--- src/rtl/adder_share_arbiter.sv ---
// Round-robin share of one external W-bit adder among NREQ requesters.
// Latency: accept at edge T, result registered at T+1, rsp_valid from T+1 until handshake.
// Backpressure: rsp_ready low holds RESP with result stable; no new grants until drained.
module adder_share_arbiter #(
    parameter int NREQ = 4,
    parameter int W    = 64,
    parameter int IDW  = 2
) (
    input  logic              clk,
    input  logic              rst,
    input  logic [NREQ-1:0]   req_valid,
    output logic [NREQ-1:0]   req_ready,
    input  logic [NREQ*W-1:0] req_a,
    input  logic [NREQ*W-1:0] req_b,
    output logic              rsp_valid,
    input  logic              rsp_ready,
    output logic [IDW-1:0]    rsp_id,
    output logic [W:0]        rsp_sum,
    output logic [W-1:0]      add_a,
    output logic [W-1:0]      add_b,
    input  logic [W:0]        add_s,
    output logic              busy,
    output logic [31:0]       op_count
);

    typedef enum logic [1:0] {IDLE, EVAL, RESP} state_t;

    state_t         state, state_nxt;
    logic [IDW-1:0] rr_ptr;
    logic [IDW-1:0] grant_id;
    logic [IDW-1:0] win_id;
    logic           win_vld;
    logic           acc;
    int             idx;

    // Search starts at rr_ptr and wraps with an explicit compare so non-power-of-two NREQ works.
    always_comb begin
        win_vld = 1'b0;
        win_id  = '0;
        idx     = 0;
        for (int k = 0; k < NREQ; k++) begin
            idx = int'(rr_ptr) + k;
            if (idx >= NREQ) idx = idx - NREQ;
            if (!win_vld && req_valid[idx]) begin
                win_vld = 1'b1;
                win_id  = IDW'(idx);
            end
        end
    end

    assign acc = (state == IDLE) && win_vld && !rst;

    always_comb begin
        req_ready = '0;
        if (acc) req_ready[win_id] = 1'b1;
    end

    always_comb begin
        state_nxt = state;
        case (state)
            IDLE:    if (acc) state_nxt = EVAL;
            EVAL:    state_nxt = RESP;
            RESP:    if (rsp_ready) state_nxt = IDLE;
            default: state_nxt = IDLE;
        endcase
    end

    always_ff @(posedge clk) begin
        if (rst) state <= IDLE;
        else     state <= state_nxt;
    end

    always_ff @(posedge clk) begin
        if (rst) begin
            rr_ptr   <= '0;
            grant_id <= '0;
            add_a    <= '0;
            add_b    <= '0;
            rsp_sum  <= '0;
            rsp_id   <= '0;
            op_count <= '0;
        end else begin
            if (acc) begin
                add_a    <= req_a[int'(win_id)*W +: W];
                add_b    <= req_b[int'(win_id)*W +: W];
                grant_id <= win_id;
                rr_ptr   <= (win_id == IDW'(NREQ-1)) ? '0 : win_id + IDW'(1);
            end
            // Operands were registered at acceptance, so add_s has had all of EVAL to settle.
            if (state == EVAL) begin
                rsp_sum <= add_s;
                rsp_id  <= grant_id;
            end
            if (state == RESP && rsp_ready) op_count <= op_count + 32'd1;
        end
    end

    assign rsp_valid = (state == RESP);
    assign busy      = (state != IDLE);

endmodule
--- config.mk ---
export PLATFORM = sky130hd
export DESIGN_NAME = adder_share_arbiter
export DESIGN_NICKNAME = d
export VERILOG_FILES = /design/src/rtl/adder_share_arbiter.sv
export SDC_FILE = /design/constraint.sdc
export NUM_CORES = 1
export LEC_CHECK = 0
export CORE_AREA = 5 5 317 319
export DETAILED_ROUTE_END_ITERATION = 10
export DIE_AREA = 0 0 322 324
export PLACE_DENSITY = 0.33
export SETUP_SLACK_MARGIN = 0.05
export SKIP_CTS_REPAIR_TIMING = 1
export SYNTH_ARGS = -nofsm -noshare
export SYNTH_HDL_FRONTEND = slang
export SYNTH_SLANG_ARGS = --single-unit
--- constraint.sdc ---
create_clock -name clk -period 9.29 [get_ports clk]
set_clock_uncertainty 0.1 [all_clocks]
set_input_delay 2.787 -clock clk [delete_from_list [all_inputs] [get_ports clk]]
set_output_delay 2.787 -clock clk [all_outputs]
set_load 0.01 [all_outputs]
# After elaboration in Yosys (flattened, before gate mapping)
# Cells that the tools add are included.
dict set report totals {
  input_bits 584
  reg_bits 233
  out_inout_bits 233
  word_cells 79
}
dict set report classes {
  n_reduce_logical 14
  n_eq_ne 5
  order_cmp 10
  addsub 9
  n_shift 2
  n_mux 31
}
# cell count
set ops {}
lappend ops {{indexed part select 256 x 9 -> 64 bit} 2}
lappend ops {{less-than comparator 32 x 4 -> 1 bit, second input constant} 4}
lappend ops {{two-way mux 32 bit} 4}
lappend ops {{adder 32 x 1 -> 32 bit, second input constant} 1}
lappend ops {{two-way mux 2 bit} 7}
lappend ops {{two-way mux 1 bit} 13}
lappend ops {{subtractor 3 x 3 -> 4 bit, second input constant} 3}
lappend ops {{>= comparator 3 bit, second input constant} 3}
lappend ops {{binary-select mux 1 bit (select 2 bit)} 4}
lappend ops {{logical AND 1 bit} 7}
lappend ops {{adder 2 x 2 -> 3 bit, second input constant} 2}
lappend ops {{one-hot mux 2 bit (3 select lines)} 1}
lappend ops {{equality test 2 bit, second input constant} 2}
lappend ops {{logical NOT 1 bit} 4}
lappend ops {{two-way mux 4 bit} 1}
lappend ops {{subtractor 2 x 3 -> 4 bit, second input constant} 1}
lappend ops {{adder 2 x 1 -> 3 bit, second input constant} 1}
lappend ops {{>= comparator 2 x 3 -> 1 bit, second input constant} 1}
lappend ops {{less-than comparator 2 x 3 -> 1 bit, second input constant} 1}
lappend ops {{adder 2 x 1 -> 2 bit, second input constant} 1}
lappend ops {{demux 1 bit (select 2 bit)} 1}
lappend ops {{equality test 2 x 1 -> 1 bit, second input constant} 1}
lappend ops {{>= comparator 2 x 1 -> 1 bit, second input constant} 1}
lappend ops {{logical NOT 2 bit} 1}
lappend ops {{other kinds (4)} 4}

# Longest topological paths before layout
dict set report logic_depth {
  depth_word 20
  ltp_mapped 10
  depth_no_buf 7
}

# Worst setup path after synthesis
# Ideal clock, no wire load.
dict set report synth_path {
  path_type {input to output}
  from {input req_valid[0]}
  to {output req_ready[3]}
  required_ns 6.403
  stages 9
  path_buffers 3
  path_slack_ns 2.078
  arrival_time_ns 4.325
  path_cell_list {nor2b_1 nor4_1 buf_2 nor2_1 buf_2 buf_2 inv_1 ha_1 and2_1}
}
dict set report synth_via {
  elab_chain_len 18
  elab_cells_between_ends 34
  classes_between {order compare (2); mux (23); reduce/logical (9)}
}
# item line
set synth_lines {}
lappend synth_lines {{start, declared} 11} ;# input logic [NREQ-1:0] req_valid,
lappend synth_lines {{binary-select mux 1 bit (select 2 bit)} 44} ;# if (!win_vld && req_valid[idx]) begin
lappend synth_lines {{two-way mux 1 bit (implied by the code) (2 in a row)} 44}
lappend synth_lines {{two-way mux 1 bit} 44}
lappend synth_lines {{logical NOT 1 bit} 44}
lappend synth_lines {{logical AND 1 bit} 44}
lappend synth_lines {{two-way mux 1 bit} 44}
lappend synth_lines {{logical NOT 1 bit} 44}
lappend synth_lines {{logical AND 1 bit} 44}
lappend synth_lines {{[... 2 more ...]} -}
lappend synth_lines {{logical AND 1 bit} 44}
lappend synth_lines {{two-way mux 2 bit (*)} 44}
lappend synth_lines {{via win_id[0]} 31} ;# logic [IDW-1:0] win_id;
lappend synth_lines {{less-than comparator 2 x 3 -> 1 bit (implied by the code) or >= comparator 2 x 1 -> 1 bit (tied branches)} 55} ;# if (acc) req_ready[win_id] = 1'b1;
lappend synth_lines {{logical AND 1 bit (implied by the code)} 55}
lappend synth_lines {{two-way mux 1 bit (implied by the code)} 55}
lappend synth_lines {{demux 1 bit (select 2 bit) (*)} 55}
lappend synth_lines {{two-way mux 4 bit (*)} 55}
lappend synth_lines {{end, declared} 12} ;# output logic [NREQ-1:0] req_ready,
# The timed path passes the listed nets; every way through them passes the cells marked *. The select of a mux whose other input is x is not followed.

# Worst setup path after layout
dict set report layout_path {
  from {input req_valid[0]}
  to {output req_ready[1]}
}
# Same word-level chain as after synthesis.

==> key figures <==
Setup path
  • Worst-case register-to-register setup slack: about 5.9 ns
  • Endpoint kind of the worst setup timing path: primary output
  • Worst EP arrival: 5.31 ns
  • Cells on worst reg2reg path: 7
  • RR Startpoint: rr_ptr[0]
  • Critical-path maximum fanout: 5
  • FF-to-FF End: add_a[19]
  • Setup CP Type: primary input to primary output
  • CP startpoint kind: primary input
  • Required time at the worst-slack endpoint: 6.40 ns

Synth
  • Area share of the largest cell type after synthesis: between 30% and 40%
  • Syn Nets: roughly 2.1k
  • Post-synthesis cell type with the largest combined area: sky130_fd_sc_hd__dfxtp_1
  • Synthesized area divided by synthesized cell count: 7.95 µm²
  • Dominant cells by area after synthesis: sky130_fd_sc_hd__dfxtp_1 38%, sky130_fd_sc_hd__mux2i_1 11%, sky130_fd_sc_hd__nand2_1 8.5%, sky130_fd_sc_hd__a21o_1 7.9%, sky130_fd_sc_hd__o211ai_1 7.9%
  • Top post-synthesis cells by count: 277 x sky130_fd_sc_hd__nand2_1, 233 x sky130_fd_sc_hd__dfxtp_1, 140 x sky130_fd_sc_hd__nand3_1, 140 x sky130_fd_sc_hd__o21ai_0, 129 x sky130_fd_sc_hd__mux2i_1
  • Synth Instances: 1536
  • Cell variety after synth: between 40 and 50
  • Portion of the post-synthesis area used by sequential elements: a little under two fifths
  • Leading cell type by number of instances after synthesis: sky130_fd_sc_hd__nand2_1
  • Number of synthesized flops with an enable pin: 0
  • Flip-flop and latch count after synthesis: 233
  • Main synth FF type: sky130_fd_sc_hd__dfxtp_1
  • Post-Syn Area: between 10000 and 15000 µm²
  • Count of yosys warnings during synthesis: 0
  • Ys async rst share: 0%

Timing
  • Sum of negative setup slack: 0 ns
  • Worst Setup Slack, final: between 1 and 1.5 ns
  • F_max: 122 MHz
  • Setup repair after global routing missed its margin: no
  • Normalized max-slew margin: slightly above 30%
  • Final worst-path cycle share: 88.2%
  • Total count of max-transition violations in the final report: 0
  • Setup violators final: 0
  • Final critical-path required period: 8.19 ns
  • Hold Violations, Final: 0
  • Worst slew pin tran: between 1 and 1.5 ns

Global routing
  • Initial antenna violation count: 35
  • Vias in the first global route: 15.2k
  • First-pass GRT wire length: between 100000 and 150000 µm
  • Final global-route overflow total: 0
  • All-Layer GR Usage: between 15 and 20%
  • Pin count of the biggest net entering global routing: about 130

Cells and area
  • Post-synthesis to final-layout area growth: 86.9%
  • Number of nets in the layout: between 2k and 3k
  • Fill count: about 11k
  • Area of the multi-input gates: 6990 µm²
  • Core utilization of the finished layout: a little under a quarter
  • Share of cells above drive strength 1: between 4 and 5%
  • Register Area: between 4000 and 5000 µm²

Drt
  • Routed Wire Length: 85300 µm
  • Number of vias per cell: between 4 and 5
  • Remaining antenna violation count: 0
  • First DRT Iteration DRCs: 705
  • Average detailed-routed wire length per instance: between 20 and 25 µm
  • Iteration count of the initial detailed-routing pass: 5
  • DRC errors left: 0
  • Number of vias after detailed routing: ~15k

CTS
  • Insertion delay to the later sink of the worst-skew pair: about 0.55 ns
  • Buffer depth of the longest clock path: 3
  • Number of clock buffers inserted by TritonCTS: 36
  • TritonCTS clock tree: done
  • Clock-pin transition on the worst setup and hold timing paths: 0.05 ns
  • CTS Root Buffer Type: sky130_fd_sc_hd__clkbuf_16
  • Num Clock Sinks: between 200 and 250
  • H-tree levels: 2

Power and ir drop
  • Design Power: around 3.9 mW
  • Reported leakage power: roughly 8.3 nW
  • Power density over the cells: ~170 nW/µm²
  • Maximum vdd ir drop: 0.0912 mV

Place
  • Detailed placer's ending HPWL: approximately 63000 µm
  • Setup slack at placement: 1.05 ns
  • Global placement routability congestion: 0.798
  • Count of input and output buffers: 816

Hold path
  • Worst hold path endpoint: rsp_sum[13]
  • Min-Delay Startpoint: rsp_sum[13]
  • Hold Path Stages: 2
  • Path class of the lowest-slack min-delay path: register to register

Floorplanning
  • Floorplan core area: between 90000 and 100000 µm²
  • Die outline area: approximately 100000 µm²
  • Die outline width: ~320 µm
  • Placement row count: ~120
  • Initial cell density of the core: approximately an eighth
  • Total I/O pin count: between 800 and 900
  • Die Y-Extent: about 320 µm

Status
  • Result of the run: completed

Run
  • Max-cap violations: 0
state kept, by name, summed over array words and instances (netlist names):
signal,cells
add_a,64
add_b,64
grant_id,2
op_count,32
rr_ptr,2
rsp_id,2
rsp_sum,65
state,2
metal layers:
metal  track usage [%]  up-vias  wire length, µm
met3              5.66      107             7310
met2              26.5      583            42600
met1              17.3     6998            32800
met4              5.34       10             2460
met5                 0        -               63
li1                  -     6952                -
critical path: stages:
cell,delay (ns)
sky130_fd_sc_hd__clkdlybuf4s50_1,0.47
sky130_fd_sc_hd__nor2b_1,0.22
sky130_fd_sc_hd__o21ba_2,0.24
sky130_fd_sc_hd__nor3_1,0.62
sky130_fd_sc_hd__inv_1,0.15
sky130_fd_sc_hd__ha_1,0.21
sky130_fd_sc_hd__and2_1,0.14
sky130_fd_sc_hd__clkdlybuf4s50_1,0.47
stage by stage:
step / hold slack [ns] / instances / area [µm²]
global route: 0.370 / 3594 / 22800
finish: 0.352 / 3601 / 22800
detailed placement: 0.346 / 3515 / 21600
CTS: 0.354 / 3577 / 22800
global placement: 0.344 / 3515 / 21600
floorplan: 0.332 / 1536 / 12200
where the power goes:
group          leakage, nW  total [mW]  switching (mW)  internal, mW
clock                0.552        1.34           0.550         0.794
combinational         5.83        1.35           0.676         0.671
sequential            1.91        1.21          0.0750          1.14
worst max-delay path by stage:
stage	start	to	cells past startpoint	slack, ns
after floorplan	req_valid[0]	req_ready[3]	9	2.08
final	req_valid[0]	req_ready[1]	8	1.10
after detailed placement	req_valid[0]	req_ready[1]	8	1.05
after global routing	req_valid[0]	req_ready[1]	8	0.88
after global placement	req_valid[0]	req_ready[1]	8	1.03
after CTS	req_valid[0]	req_ready[1]	8	1.05
logic make-up after synthesis:
logic type	synth area share (%)
and+or+nand+nor	18.9
AOI/OAI and AO/OA	25.1
DFF	38.2
buffers and inverters	5.07
muxes	10.8
xor gates and xnor gates	1.44
adders and majority gates	0.513
layout make-up:
cell class	count	share of cell area, %
inverter	6	0.0987
antenna	24	0.263
multi-input combinational	1152	30.6
sequential	233	20.4
clock buffer	57	4.73
clock inverter	5	0.175
timing repair buffer	837	36.6
tap	1287	7.06
cell usage in the layout (no fill, tap or decap), types with 9 or more instances in the layout:
cell type,synthesis,layout
sky130_fd_sc_hd__nand3_1,140,140
sky130_fd_sc_hd__nand2_1,277,276
sky130_fd_sc_hd__o211ai_1,128,128
sky130_fd_sc_hd__nor2_1,31,29
sky130_fd_sc_hd__clkbuf_8,0,10
sky130_fd_sc_hd__o21ai_0,140,140
sky130_fd_sc_hd__clkbuf_1,104,11
sky130_fd_sc_hd__diode_2,0,24
sky130_fd_sc_hd__a21oi_1,82,82
sky130_fd_sc_hd__nor3_1,9,9
sky130_fd_sc_hd__or3_1,10,10
sky130_fd_sc_hd__clkdlybuf4s50_1,0,815
sky130_fd_sc_hd__a21o_1,128,128
sky130_fd_sc_hd__dfxtp_1,233,233
sky130_fd_sc_hd__xnor2_1,15,15
sky130_fd_sc_hd__clkbuf_16,0,36
sky130_fd_sc_hd__mux2i_1,129,129
sky130_fd_sc_hd__buf_4,0,20
(Power assumes the default switching activity.)
==> edit (config.mk and constraints unchanged) <==
Encoding of `state_t`: now one-hot (3 bits for 3 states).
--- a/src/rtl/adder_share_arbiter.sv
+++ b/src/rtl/adder_share_arbiter.sv
@@ -23,7 +23,7 @@
     output logic [31:0]       op_count
 );
 
-    typedef enum logic [1:0] {IDLE, EVAL, RESP} state_t;
+    typedef enum logic [2:0] {IDLE = 3'b001, EVAL = 3'b010, RESP = 3'b100} state_t;
 
     state_t         state, state_nxt;
     logic [IDW-1:0] rr_ptr;
Formal check against the unedited RTL: no difference found for any inputs over 4 cycles, from zero or initial values and one cycle with rst high; so few cycles prove little.
==> edit against the original RTL <==
  * Design area hardly changed
  * Non-clock buffer count is 8 lower
  * Clock power is 3% higher
  * Worst hold slack worse by 8.9 ps
  * Register-to-register slack better by 50 ps
  * Wire length is 8.9% lower
  * Power is 6.4% higher
  * Worst setup slack better by 370 ps
  * Sequential cell count is 1 higher
  * Synthesized area is 2.8% higher
  * Fmax is 4.7% higher
  * Largest cell class unchanged
==> edit: results (changes against the original RTL) <==
Clock-cell share 5.053% (was 4.908%); multi-input logic cell count 892 (was 1152); sequential share of cell area 20.52% (was 20.45%); Routed WL 77760 um (was 85310 um); drt first-iter violations 354 (was 705); outcome completed (unchanged); # fillers 10.54k (was 10.75k); first-pass GRT wire length 104800 um (was 116200 um); DR WL/cell 23.39 um (was 23.69 um); Distinct cells, synth 56 (was 43); min-delay src grant_id[1] (was rsp_sum[13]); worst reg2reg path endpoint add_a[46] (was add_a[19]); P_sw 0.001368 W (was 0.001301 W); Non-clock buffer share 36.36% (was 36.59%); Clk pwr share 33.3% (was 34.4%); Synthesized Nets 1822 (was 2125); slowest stage delay, CP 600 ps (was 620 ps); diodes inserted 13 (was 24); dpl hpwl 60970 um (was 63290 um); clock buffers 53 (was 57); met2 WL 41110 um (was 42630 um); placed instance area 0.02164 mm^2 (was 0.02163 mm^2); metal3 WL 8983 um (was 7307 um); power density cells 181.9 mW/mm^2 (was 171.1 mW/mm^2); Slowest cell on crit path clkdlybuf4s50_1 (was nor3_1)
[edit: cell count changes in the layout (fill, tap and decap cells not counted), moves of 11 or more]
cell	unedited run	this run
o211ai_1	128	2
a21o_1	128	0
mux2i_1	129	255
o221ai_2	0	123
o21ai_0	140	6
xor2_1	5	24
nand3_1	140	15
diode_2	24	13
[edit: worst register-to-register path, stage by stage, from the launching register on]
cell	delay, ps
dfxtp_1	360
nor2b_2	270
nor4_4	100
nor2_4	160
buf_4	590
buf_12	670
mux2i_1	790
o221ai_2	160
[edit: logic make-up (layout without fill, tap and decap cells)]
kind of cell               count (synthesis)  in the layout  synth area share (%)
AOI/OAI and AO/OA                        214            214                 18.72
DFF                                      234            234                 37.34
other                                      0             13                     0
xor gates and xnor gates                  30             30                 2.094
adders and majority gates                  5              5                0.4986
muxes                                    255            255                 20.34
and+or+nand+nor                          388            388                 14.06
buffers and inverters                    107            898                 6.950
